### src/rtl/pel_delay_sub_if.sv
// FIFO-bank interfaces used by pel_delay_sub.
//   read_interface  : one FIFO per flux; dout[f] is the head word of FIFO f.
//   write_interface : one output FIFO bank; the tag in din selects the FIFO.
//
// Handshake: zero-latency FIFO style. A flux is "valid" when empty[f]==0;
// the actor consumes the head word by raising read[f] in the same cycle it
// looks at dout[f]. The output side is "ready" when full[f]==0; a word is
// pushed whenever write==1 at the rising clock edge.
interface read_interface #(
  parameter int FLUX  = 2,
  parameter int WIDTH = 19
);
  logic [FLUX-1:0][WIDTH-1:0] dout;
  logic [FLUX-1:0]            empty;
  logic [FLUX-1:0]            read;

  modport actor (input dout, input empty, output read);
  modport fifo  (output dout, output empty, input read);
endinterface

interface write_interface #(
  parameter int FLUX  = 2,
  parameter int WIDTH = 20
);
  logic [WIDTH-1:0] din;
  logic [FLUX-1:0]  full;
  logic             write;

  modport actor (output din, output write, input full);
  modport fifo  (input din, input write, output full);
endinterface

### src/rtl/pel_delay_sub.sv
// pel_delay_sub: multi-flux actor emitting current-minus-delayed pel
// residuals. The first pel of every BLOCK_LEN block of a flux is forwarded
// raw so each block restarts from an absolute value.
// Optional build macro PEL_DELAY_SUB_SAT_EN clamps non-block-start residuals
// to the signed DATA_WIDTH range; handshake and timing are unchanged.
module pel_delay_sub #(
  parameter int FLUX       = 2,
  parameter int DATA_WIDTH = 18,
  parameter int BLOCK_LEN  = 8
) (
  input  logic          clk,
  input  logic          rst,
  read_interface.actor  read_port_in_pel,
  read_interface.actor  read_port_in_del,
  write_interface.actor write_port_out_res
);
  localparam int TAG_WIDTH = (FLUX > 1) ? $clog2(FLUX) : 1;
  localparam int CNT_WIDTH = $clog2(BLOCK_LEN);
  localparam int RES_WIDTH = DATA_WIDTH + 1;
  localparam logic [CNT_WIDTH-1:0] CNT_LAST = CNT_WIDTH'(BLOCK_LEN - 1);

  logic [CNT_WIDTH-1:0] cnt [FLUX];
  logic [FLUX-1:0]      eligible;
  logic [FLUX-1:0]      grant;
  logic                 fire;
  logic [TAG_WIDTH-1:0] sel;
  logic [DATA_WIDTH-1:0] pel;
  logic [DATA_WIDTH-1:0] del;
  logic [RES_WIDTH-1:0]  diff;
  logic [RES_WIDTH-1:0]  residual;
  logic [RES_WIDTH-1:0]  result;
  logic                  block_start;
  logic                  unused_tag_bits;

  // A flux may fire only with both input tokens present, output room, and reset released.
  assign eligible = ~read_port_in_pel.empty & ~read_port_in_del.empty
                  & ~write_port_out_res.full & {FLUX{rst}};

  // Fixed-priority arbiter: lowest eligible flux index wins, one firing per cycle.
  always_comb begin
    fire  = 1'b0;
    sel   = '0;
    grant = '0;
    for (int f = 0; f < FLUX; f++) begin
      if (eligible[f] && !fire) begin
        fire     = 1'b1;
        sel      = TAG_WIDTH'(f);
        grant[f] = 1'b1;
      end
    end
  end

  // Residual datapath for the selected flux; incoming tag bits are ignored.
  always_comb begin
    pel         = read_port_in_pel.dout[sel][DATA_WIDTH-1:0];
    del         = read_port_in_del.dout[sel][DATA_WIDTH-1:0];
    diff        = {1'b0, pel} - {1'b0, del};
    block_start = (cnt[sel] == '0);
`ifdef PEL_DELAY_SUB_SAT_EN
    // Clamp to [-2^(DATA_WIDTH-1), 2^(DATA_WIDTH-1)-1]; diff itself never wraps.
    if ($signed(diff) > $signed({2'b00, {(DATA_WIDTH-1){1'b1}}})) begin
      residual = {2'b00, {(DATA_WIDTH-1){1'b1}}};
    end else if ($signed(diff) < $signed({2'b11, {(DATA_WIDTH-1){1'b0}}})) begin
      residual = {2'b11, {(DATA_WIDTH-1){1'b0}}};
    end else begin
      residual = diff;
    end
`else
    residual = diff;
`endif
    result = block_start ? {1'b0, pel} : residual;
  end

  // Tag bits of the input words carry no information here.
  assign unused_tag_bits = ^{read_port_in_pel.dout[sel][TAG_WIDTH+DATA_WIDTH-1:DATA_WIDTH],
                             read_port_in_del.dout[sel][TAG_WIDTH+DATA_WIDTH-1:DATA_WIDTH]};

  // Both input tokens of the winning flux are consumed together with the output push.
  assign read_port_in_pel.read   = grant;
  assign read_port_in_del.read   = grant;
  assign write_port_out_res.write = fire;
  assign write_port_out_res.din   = fire ? {sel, result} : {(TAG_WIDTH+RES_WIDTH){1'bx}};

  // Per-flux block position counters; only the firing flux advances.
  always_ff @(posedge clk or negedge rst) begin
    if (!rst) begin
      for (int f = 0; f < FLUX; f++) begin
        cnt[f] <= '0;
      end
    end else if (fire) begin
      cnt[sel] <= (cnt[sel] == CNT_LAST) ? '0 : cnt[sel] + CNT_WIDTH'(1);
    end
  end
endmodule

### src/flat_wrapper.sv
// flat-port wrapper written by rule: the top's interface ports become plain ports
module pel_delay_sub_flat 
#(
  parameter int FLUX       = 2,
  parameter int DATA_WIDTH = 18,
  parameter int BLOCK_LEN  = 8
)
  (clk, rst, read_port_in_pel_dout, read_port_in_pel_empty, read_port_in_pel_read, read_port_in_del_dout, read_port_in_del_empty, read_port_in_del_read, write_port_out_res_din, write_port_out_res_write, write_port_out_res_full);
  read_interface #(.FLUX(FLUX), .WIDTH((1)+(18))) read_port_in_pel_i ();
  read_interface #(.FLUX(FLUX), .WIDTH((1)+(18))) read_port_in_del_i ();
  write_interface #(.FLUX(FLUX), .WIDTH(((1) + (18) + 1))) write_port_out_res_i ();
  input  logic clk;
  input  logic rst;
  input wire logic [$bits(read_port_in_pel_i.dout)-1:0] read_port_in_pel_dout;
  input wire logic [$bits(read_port_in_pel_i.empty)-1:0] read_port_in_pel_empty;
  output wire logic [$bits(read_port_in_pel_i.read)-1:0] read_port_in_pel_read;
  input wire logic [$bits(read_port_in_del_i.dout)-1:0] read_port_in_del_dout;
  input wire logic [$bits(read_port_in_del_i.empty)-1:0] read_port_in_del_empty;
  output wire logic [$bits(read_port_in_del_i.read)-1:0] read_port_in_del_read;
  output wire logic [$bits(write_port_out_res_i.din)-1:0] write_port_out_res_din;
  output wire logic [$bits(write_port_out_res_i.write)-1:0] write_port_out_res_write;
  input wire logic [$bits(write_port_out_res_i.full)-1:0] write_port_out_res_full;
  assign read_port_in_pel_i.dout = read_port_in_pel_dout;
  assign read_port_in_pel_i.empty = read_port_in_pel_empty;
  assign read_port_in_pel_read = read_port_in_pel_i.read;
  assign read_port_in_del_i.dout = read_port_in_del_dout;
  assign read_port_in_del_i.empty = read_port_in_del_empty;
  assign read_port_in_del_read = read_port_in_del_i.read;
  assign write_port_out_res_din = write_port_out_res_i.din;
  assign write_port_out_res_write = write_port_out_res_i.write;
  assign write_port_out_res_i.full = write_port_out_res_full;
  pel_delay_sub #(.FLUX(FLUX), .DATA_WIDTH(DATA_WIDTH), .BLOCK_LEN(BLOCK_LEN)) u_core (.clk(clk), .rst(rst), .read_port_in_pel(read_port_in_pel_i), .read_port_in_del(read_port_in_del_i), .write_port_out_res(write_port_out_res_i));
endmodule
### config.mk
export PLATFORM = sky130hd
export DESIGN_NAME = pel_delay_sub_flat
export DESIGN_NICKNAME = d
export VERILOG_FILES = /design/src/rtl/pel_delay_sub_if.sv /design/src/rtl/pel_delay_sub.sv /design/src/flat_wrapper.sv
export SDC_FILE = /design/constraint.sdc
export NUM_CORES = 1
export LEC_CHECK = 0
export BUFFER_PORTS_ARGS = -buffer_cell sky130_fd_sc_hd__buf_2
export CAP_MARGIN = 20
export CORE_MARGIN = 10
export CORE_UTILIZATION = 34
export DETAILED_ROUTE_END_ITERATION = 8
export HOLD_SLACK_MARGIN = 0.1
export PLACE_DENSITY = 0.76
export SLEW_MARGIN = 10
export SYNTH_ARGS = -nofsm -noshare
export SYNTH_HDL_FRONTEND = slang
export SYNTH_SLANG_ARGS = --single-unit
### constraint.sdc
create_clock -name clk -period 9.2 [get_ports clk]
set_input_delay 0.46 -clock clk [delete_from_list [all_inputs] [get_ports clk]]
set_output_delay 0.46 -clock clk [all_outputs]
set_load 0.01 [all_outputs]
==> results of run 1 <==
-- path summary, 6_finish.rpt --
check,cells after the start,slack (ns),start,endpoint
max,15,3.60,rst,write_port_out_res_din[16]
min,1,0.47,u_core.cnt[3],u_core.cnt[3]
max reg2reg,5,8.02,u_core.cnt[4],u_core.cnt[1]
min reg2reg,1,0.47,u_core.cnt[3],u_core.cnt[3]
max in group asynchronous,2,8.43,rst,u_core.cnt[2]
min in group asynchronous,2,0.61,rst,u_core.cnt[3]
-- power breakdown --
part | switching (µW) | internal, µW | leakage [µW]
Combinational | 174 | 139 | 0.00122
Clock | 11.0 | 28.1 | 0.0000216
Sequential | 7.91 | 39.2 | 0.0000747
Total | 193 | 206 | 0.00132
-- cell type report --
class | count | area, µm² | area share
tap | 72 | 90.1 | 0.0367
sequential | 6 | 150 | 0.0612
clock buffer | 3 | 41.3 | 0.0168
timing repair buffer | 105 | 531 | 0.216
multi-input combinational | 241 | 1600 | 0.652
inverter | 11 | 41.3 | 0.0168
-- worst max-delay path, stage by stage --
cell	delay, ns
sky130_fd_sc_hd__dlygate4sd3_1	0.52
sky130_fd_sc_hd__buf_2	0.20
sky130_fd_sc_hd__or4b_4	0.50
sky130_fd_sc_hd__nand2b_4	0.32
sky130_fd_sc_hd__inv_2	0.68
sky130_fd_sc_hd__mux2i_1	0.22
sky130_fd_sc_hd__ha_1	0.29
sky130_fd_sc_hd__fa_1	0.40
sky130_fd_sc_hd__nor2b_1	0.18
sky130_fd_sc_hd__o31a_1	0.22
sky130_fd_sc_hd__o22ai_2	0.17
sky130_fd_sc_hd__o41ai_1	0.42
sky130_fd_sc_hd__xor2_1	0.13
sky130_fd_sc_hd__mux2_4	0.27
sky130_fd_sc_hd__buf_2	0.15
-- routing by layer --
| metal | track usage | routed length [µm] | vias up |
|---|---|---|---|
| li1 | - | - | 1139 |
| met4 | 0.00873 | 28 | 0 |
| met2 | 0.230 | 2930 | 69 |
| met5 | 0 | 0 | - |
| met1 | 0.143 | 2650 | 976 |
| met3 | 0.0309 | 456 | 4 |
-- cell usage in the layout (no fill, tap or decap), types with 3 or more instances in the layout --
master / Yosys / routed
sky130_fd_sc_hd__buf_2: 4 / 104
sky130_fd_sc_hd__nand2_1: 84 / 84
sky130_fd_sc_hd__a21oi_1: 22 / 22
sky130_fd_sc_hd__mux2i_1: 20 / 20
sky130_fd_sc_hd__ha_1: 20 / 20
sky130_fd_sc_hd__nor2_1: 13 / 13
sky130_fd_sc_hd__inv_1: 9 / 9
sky130_fd_sc_hd__o21ai_0: 9 / 9
sky130_fd_sc_hd__xnor2_1: 9 / 9
sky130_fd_sc_hd__xor2_1: 8 / 8
sky130_fd_sc_hd__o21a_1: 7 / 7
sky130_fd_sc_hd__dfrtp_1: 6 / 6
sky130_fd_sc_hd__o31ai_1: 4 / 4
sky130_fd_sc_hd__a21o_1: 3 / 3
sky130_fd_sc_hd__nor3_1: 3 / 3
sky130_fd_sc_hd__nor2b_1: 3 / 3
sky130_fd_sc_hd__mux2_2: 3 / 3
sky130_fd_sc_hd__clkbuf_8: 0 / 3
-- cell families (layout without fill, tap and decap cells) --
group                    count (synthesis)  count (layout)  share of synthesized area
flip-flops                               6               6                     0.0788
adder cells (fa/ha/maj)                 21              21                      0.142
multiplexers                            25              25                      0.139
AND/OR/NAND/NOR                        113             113                      0.250
AO/OA/AOI/OAI                           65              65                      0.231
buffers and inverters                   28             119                     0.0814
XOR/XNOR                                17              17                     0.0781
-- through the flow --
step	hold slack, ns	area (µm²)	power [µW]	utilization	setup WS (ns)
global placement	0.301	2400	357	0.439	4.22
detailed placement	0.307	2400	364	0.439	4.12
global route	0.481	2450	439	0.448	3.27
CTS	0.472	2450	406	0.448	3.58
floorplan	0.164	1910	266	-	5.16
finish	0.473	2450	399	0.448	3.60
==> parameters.txt, run 1 <==
Parameter                              Value

Drt
  Number of remaining DRC errors ... 0
  Final routed wire length divided by cell count ... 13.8 µm
  Detailed-route via count ... 2188
  Detailed-router iteration count before antenna repair ... 4
  DRC violation total after the first TritonRoute iteration ... 67
  Routed wire length ... about 6000 µm
  Antenna Nets Post-Route ... 0
  Avg Vias per Cell ... 5.00

Die
  Initial Util ... 0.348
  Die area ... 9000 µm²
  Total core area ... roughly 5500 µm²
  Placement row count ... 27
  Top-Level Pins ... 109
  Vertical extent of the die ... 94.9 µm
  Die W ... 94.9 µm

Synth
  Top cells by count, synth ... 84 x sky130_fd_sc_hd__nand2_1, 22 x sky130_fd_sc_hd__a21oi_1, 20 x sky130_fd_sc_hd__ha_1, 20 x sky130_fd_sc_hd__mux2i_1, 13 x sky130_fd_sc_hd__nor2_1
  Synthesized instance count ... 275
  Count of yosys warnings during synthesis ... 0
  Count of different cell masters after synthesis ... 45
  Synth top area share ... 0.165
  Post-synthesis async set-or-reset flop share ... 1.00
  Fraction of the yosys area taken by sequential cells ... 0.0788
  Post-synth EDFFs ... 0
  Primary FF master, synth ... sky130_fd_sc_hd__dfrtp_1
  Netlist area before placement ... 1910 µm²
  Number of nets in the synthesized netlist ... 380
  Most numerous cell in the Yosys netlist ... sky130_fd_sc_hd__nand2_1
  Cells taking the most area after synthesis ... sky130_fd_sc_hd__nand2_1 17%, sky130_fd_sc_hd__ha_1 13%, sky130_fd_sc_hd__mux2i_1 11%, sky130_fd_sc_hd__dfrtp_1 7.9%, sky130_fd_sc_hd__a21oi_1 5.8%
  Flip-flop and latch count after synthesis ... 6
  Largest area contributor in the netlist ... sky130_fd_sc_hd__nand2_1
  Syn_area_per_cell ... 6.93 µm²

Global routing
  Global-route wire length before repair ... 9580 µm
  Via count of the first global-routing pass ... 2192
  Global-route usage over all layers ... 0.123
  Maximum number of pins on one net before global-route repair ... 42
  Global route total overflow ... 0
  Initial antenna violation count ... 0

Critical path
  Kind of start point of the critical path ... input pin
  Data arrival time of the critical path ... slightly above 5 ns
  Setup crit end kind ... primary output
  Top fanout value on the critical path ... 41
  CP Data Required Time ... 8.74 ns
  Worst setup path class ... in -> out

Layout
  Number of nets in the layout ... around 470
  Non-filler instance count after layout ... around 440
  Antenna diode count ... 0
  Layout filler cell count ... 576
  Biggest register ... u_core.cnt
  Flip-flop count of the largest register, all copies and words added ... 6
  Ratio of cells with drive above 1 in the final layout ... 0.325
  Leading registers by flop count ... u_core.cnt: 6 flops
  Area added between synthesis and finish ... 28.8%

Power and ir drop
  VDD IR max ... 0.104 mV
  PD cells ... roughly 160 nW/µm²
  Leakage power figure ... about 0.0013 µW

Flow run
  Max-cap violations ... 0

STA
  Achievable Freq ... 0.178 GHz
  Worst Clk Skew ... 0.00381 ns
  Final critical path time including I/O delays and setup ... 5.60 ns
  Transition time at the pin with the least slew margin ... 0.819 ns
  Slew headroom ... 0.453
  Fin Setup TNS ... 0 ns
  Unrepaired setup endpoints after global routing ... no
  Count of endpoints failing setup in the final report ... 0
  Max-slew violation count ... 0
  Final hold vios ... 0
  Final worst path period share ... 0.609

Clock network
  Clock Path Buffers ... 2
  Post-cts gate resize count ... 0
  TritonCTS clock tree ... yes
  Number of buffers inserted during clock tree synthesis ... 3
  Clock Latency Late Sink ... between 0.2 and 0.25 ns
  Root cell of the clock tree ... sky130_fd_sc_hd__clkbuf_8
  Num Clock Sinks ... 6
  CTS H-tree lvls ... 1
  Hold-fix buffer count after cts ... 1
  Setup Buffers After CTS ... 0
  CTS clk-pin slew, worst paths ... 0.04 ns

Placement
  RD Place Congestion ... 0.861
  HPWL after detailed placement ... 5120 µm
  Total placed cells including tap cells ... about 430
  Input/output buffers ... 104

Status
  Result of the run ... finished clean

Min path
  Class of the tightest hold or removal check ... reg -> reg
Power figures use the tool's default switching activity.
==> inputs of run 2 (changes only) <==
==> constraint.sdc (replaced) <==
create_clock -name clk -period 5.61 [get_ports clk]
set_input_delay 0.2805 -clock clk [delete_from_list [all_inputs] [get_ports clk]]
set_output_delay 0.2805 -clock clk [all_outputs]
set_load 0.01 [all_outputs]
==> run 2 against run 1 <==
Against the previous run: die area did not move; clock skew decreased by 0.0014 ns; register-to-register slack got worse by 3.6 ns.
==> parameters.txt, run 2 (synthesis results as in run 1) <==
Parameter                              Value

Status
  Result of the run ... finished clean

Power and ir drop
  Leakage power figure ... 0.00132 µW
  Sum of internal, switching and leakage power ... 654 µW
  PD cells ... 266 nW/µm²
  VDD IR max ... 0.161 mV

Layout
  Flip-flop count of the largest register, all copies and words added ... 6
  Antenna diode count ... 0
  Ratio of cells with drive above 1 in the final layout ... 0.327
  Non-filler instance count after layout ... 439
  Area added between synthesis and finish ... 29.2%
  Most frequent cells in the layout ... 104 x sky130_fd_sc_hd__buf_2, 84 x sky130_fd_sc_hd__nand2_1, 22 x sky130_fd_sc_hd__a21oi_1, 20 x sky130_fd_sc_hd__mux2i_1, 20 x sky130_fd_sc_hd__ha_1
  Leading registers by flop count ... u_core.cnt: 6 flops
  Most frequent standard cell in the layout excluding fill and tap cells ... sky130_fd_sc_hd__buf_2
  Number of nets in the layout ... about 470
  Biggest register ... u_core.cnt

Clock network
  Root cell of the clock tree ... sky130_fd_sc_hd__clkbuf_8
  CTS H-tree lvls ... 1
  Post-cts gate resize count ... 0
  Clock Path Buffers ... 2
  Clock Latency Late Sink ... 0.22 ns
  Num Clock Sinks ... 6
  Number of buffers inserted during clock tree synthesis ... 3
  CTS clk-pin slew, worst paths ... 0.04 ns
  TritonCTS clock tree ... yes

STA
  Transition time at the pin with the least slew margin ... between 0.7 and 0.8 ns
  Fin Setup TNS ... 0 ns
  Count of endpoints failing setup in the final report ... 0
  Worst hold margin ... 0.414 ns
  Final worst path period share ... 0.915
  Final hold vios ... 0
  Worst Clk Skew ... around 0.0024 ns
  Max-slew violation count ... 0
  Unrepaired setup endpoints after global routing ... no
  Achievable Freq ... about 0.19 GHz
  Slew headroom ... 0.489
  Final critical path time including I/O delays and setup ... 5.13 ns

Drt
  Routed wire length ... 6050 µm
  Detailed-router iteration count before antenna repair ... 4
  Final routed wire length divided by cell count ... ~14 µm
  Avg Vias per Cell ... approximately 5.0
  Number of remaining DRC errors ... 0
  DRC violation total after the first TritonRoute iteration ... 75
  Antenna Nets Post-Route ... 0
  Detailed-route via count ... 2182

Critical path
  Worst setup path startpoint ... rst
  Top fanout value on the critical path ... 25
  Depth of the worst register-to-register path ... 5
  Setup crit end kind ... primary output
  Worst flop-to-flop path endpoint ... u_core.cnt[1]
  End of the critical path ... write_port_out_res_din[16]
  CP Data Required Time ... 5.33 ns
  Kind of start point of the critical path ... input pin
  Slack of the worst reg-to-reg path ... around 4.5 ns
  Data arrival time of the critical path ... 4.85 ns
  Worst setup path class ... in -> out
  Origin of the critical flop-to-flop path ... u_core.cnt[4]

Die
  Top-Level Pins ... 109
  Die area ... 9000 µm²
  Vertical extent of the die ... 94.9 µm
  Placement row count ... 27
  Total core area ... 5470 µm²
  Die W ... 94.9 µm
  Initial Util ... 0.348

Placement
  Input/output buffers ... 104
  RD Place Congestion ... 0.860
  Total placed cells including tap cells ... 435
  HPWL after detailed placement ... 5100 µm

Global routing
  Initial antenna violation count ... 0
  Global route total overflow ... 0
  Global-route usage over all layers ... 0.124
  Via count of the first global-routing pass ... about 2.2k
  Global-route wire length before repair ... 9380 µm
  Maximum number of pins on one net before global-route repair ... 26

Flow run
  Max-cap violations ... 0

Min path
  Class of the tightest hold or removal check ... in -> async
==> run 2: changes by cell type in the layout (fill, tap and decap cells not counted), sizes merged <==
cell and change:
buf +1
==> run 2: per-stage QoR <==
stage                     utilization  cell area [µm²]  setup WS (ns)
final                           0.450             2460          0.476
after global routing            0.450             2460          0.143
after CTS                       0.450             2460          0.445
after detailed placement        0.440             2410          0.997
after global placement          0.440             2410           1.08
after floorplan                     -             1910           1.93
==> run 2: layout make-up <==
| cell class | instances | area (µm²) |
|---|---|---|
| clock buffer | 3 | 41.3 |
| sequential | 6 | 150 |
| multi-input combinational | 241 | 1600 |
| inverter | 11 | 41.3 |
| tap | 72 | 90.1 |
| fill | 568 | 3010 |
| timing repair buffer | 106 | 538 |
==> run 2: worst min path at each step <==
stage | start | endpoint | slack (ns) | cells past startpoint
floorplan | rst | u_core.cnt[0] | -0.02 | 0
global placement | rst | u_core.cnt[4] | 0.12 | 1
detailed placement | rst | u_core.cnt[4] | 0.12 | 1
CTS | rst | u_core.cnt[3] | 0.42 | 2
global route | rst | u_core.cnt[4] | 0.43 | 2
finish | rst | u_core.cnt[4] | 0.41 | 2
==> run 2: routing by layer <==
metal,GRT usage,vias up,part of all wire
met2,0.228,72,0.48
met5,0,-,0
met4,0.0212,0,0.0030
li1,-,1143,-
met3,0.0357,4,0.089
met1,0.140,963,0.43
==> run 2: where the power goes <==
| part | total [µW] | switching, µW | internal, µW |
|---|---|---|---|
| sequential | 77.4 | 13.0 | 64.4 |
| clock | 64.5 | 18.4 | 46.1 |
| combinational | 512 | 285 | 227 |
==> run 2: repair_timing <==
action,in CTS,in global routing
hold endpoints to repair,6,0
buffers inserted,0,0
hold buffers,1,0
endpoints found under the setup margin,0,0
==> run 2: critical path: stages <==
cell	delay [ns]
sky130_fd_sc_hd__dlygate4sd3_1	0.51
sky130_fd_sc_hd__buf_2	0.19
sky130_fd_sc_hd__or4b_1	0.59
sky130_fd_sc_hd__nand2b_4	0.35
sky130_fd_sc_hd__inv_2	0.31
sky130_fd_sc_hd__buf_4	0.30
sky130_fd_sc_hd__nand2_1	0.08
sky130_fd_sc_hd__nand2_1	0.05
sky130_fd_sc_hd__ha_1	0.22
sky130_fd_sc_hd__fa_1	0.41
sky130_fd_sc_hd__nor2b_1	0.18
sky130_fd_sc_hd__o31a_1	0.22
sky130_fd_sc_hd__o22ai_2	0.17
sky130_fd_sc_hd__o41ai_1	0.42
sky130_fd_sc_hd__xor2_1	0.12
sky130_fd_sc_hd__mux2_4	0.27
sky130_fd_sc_hd__buf_2	0.14
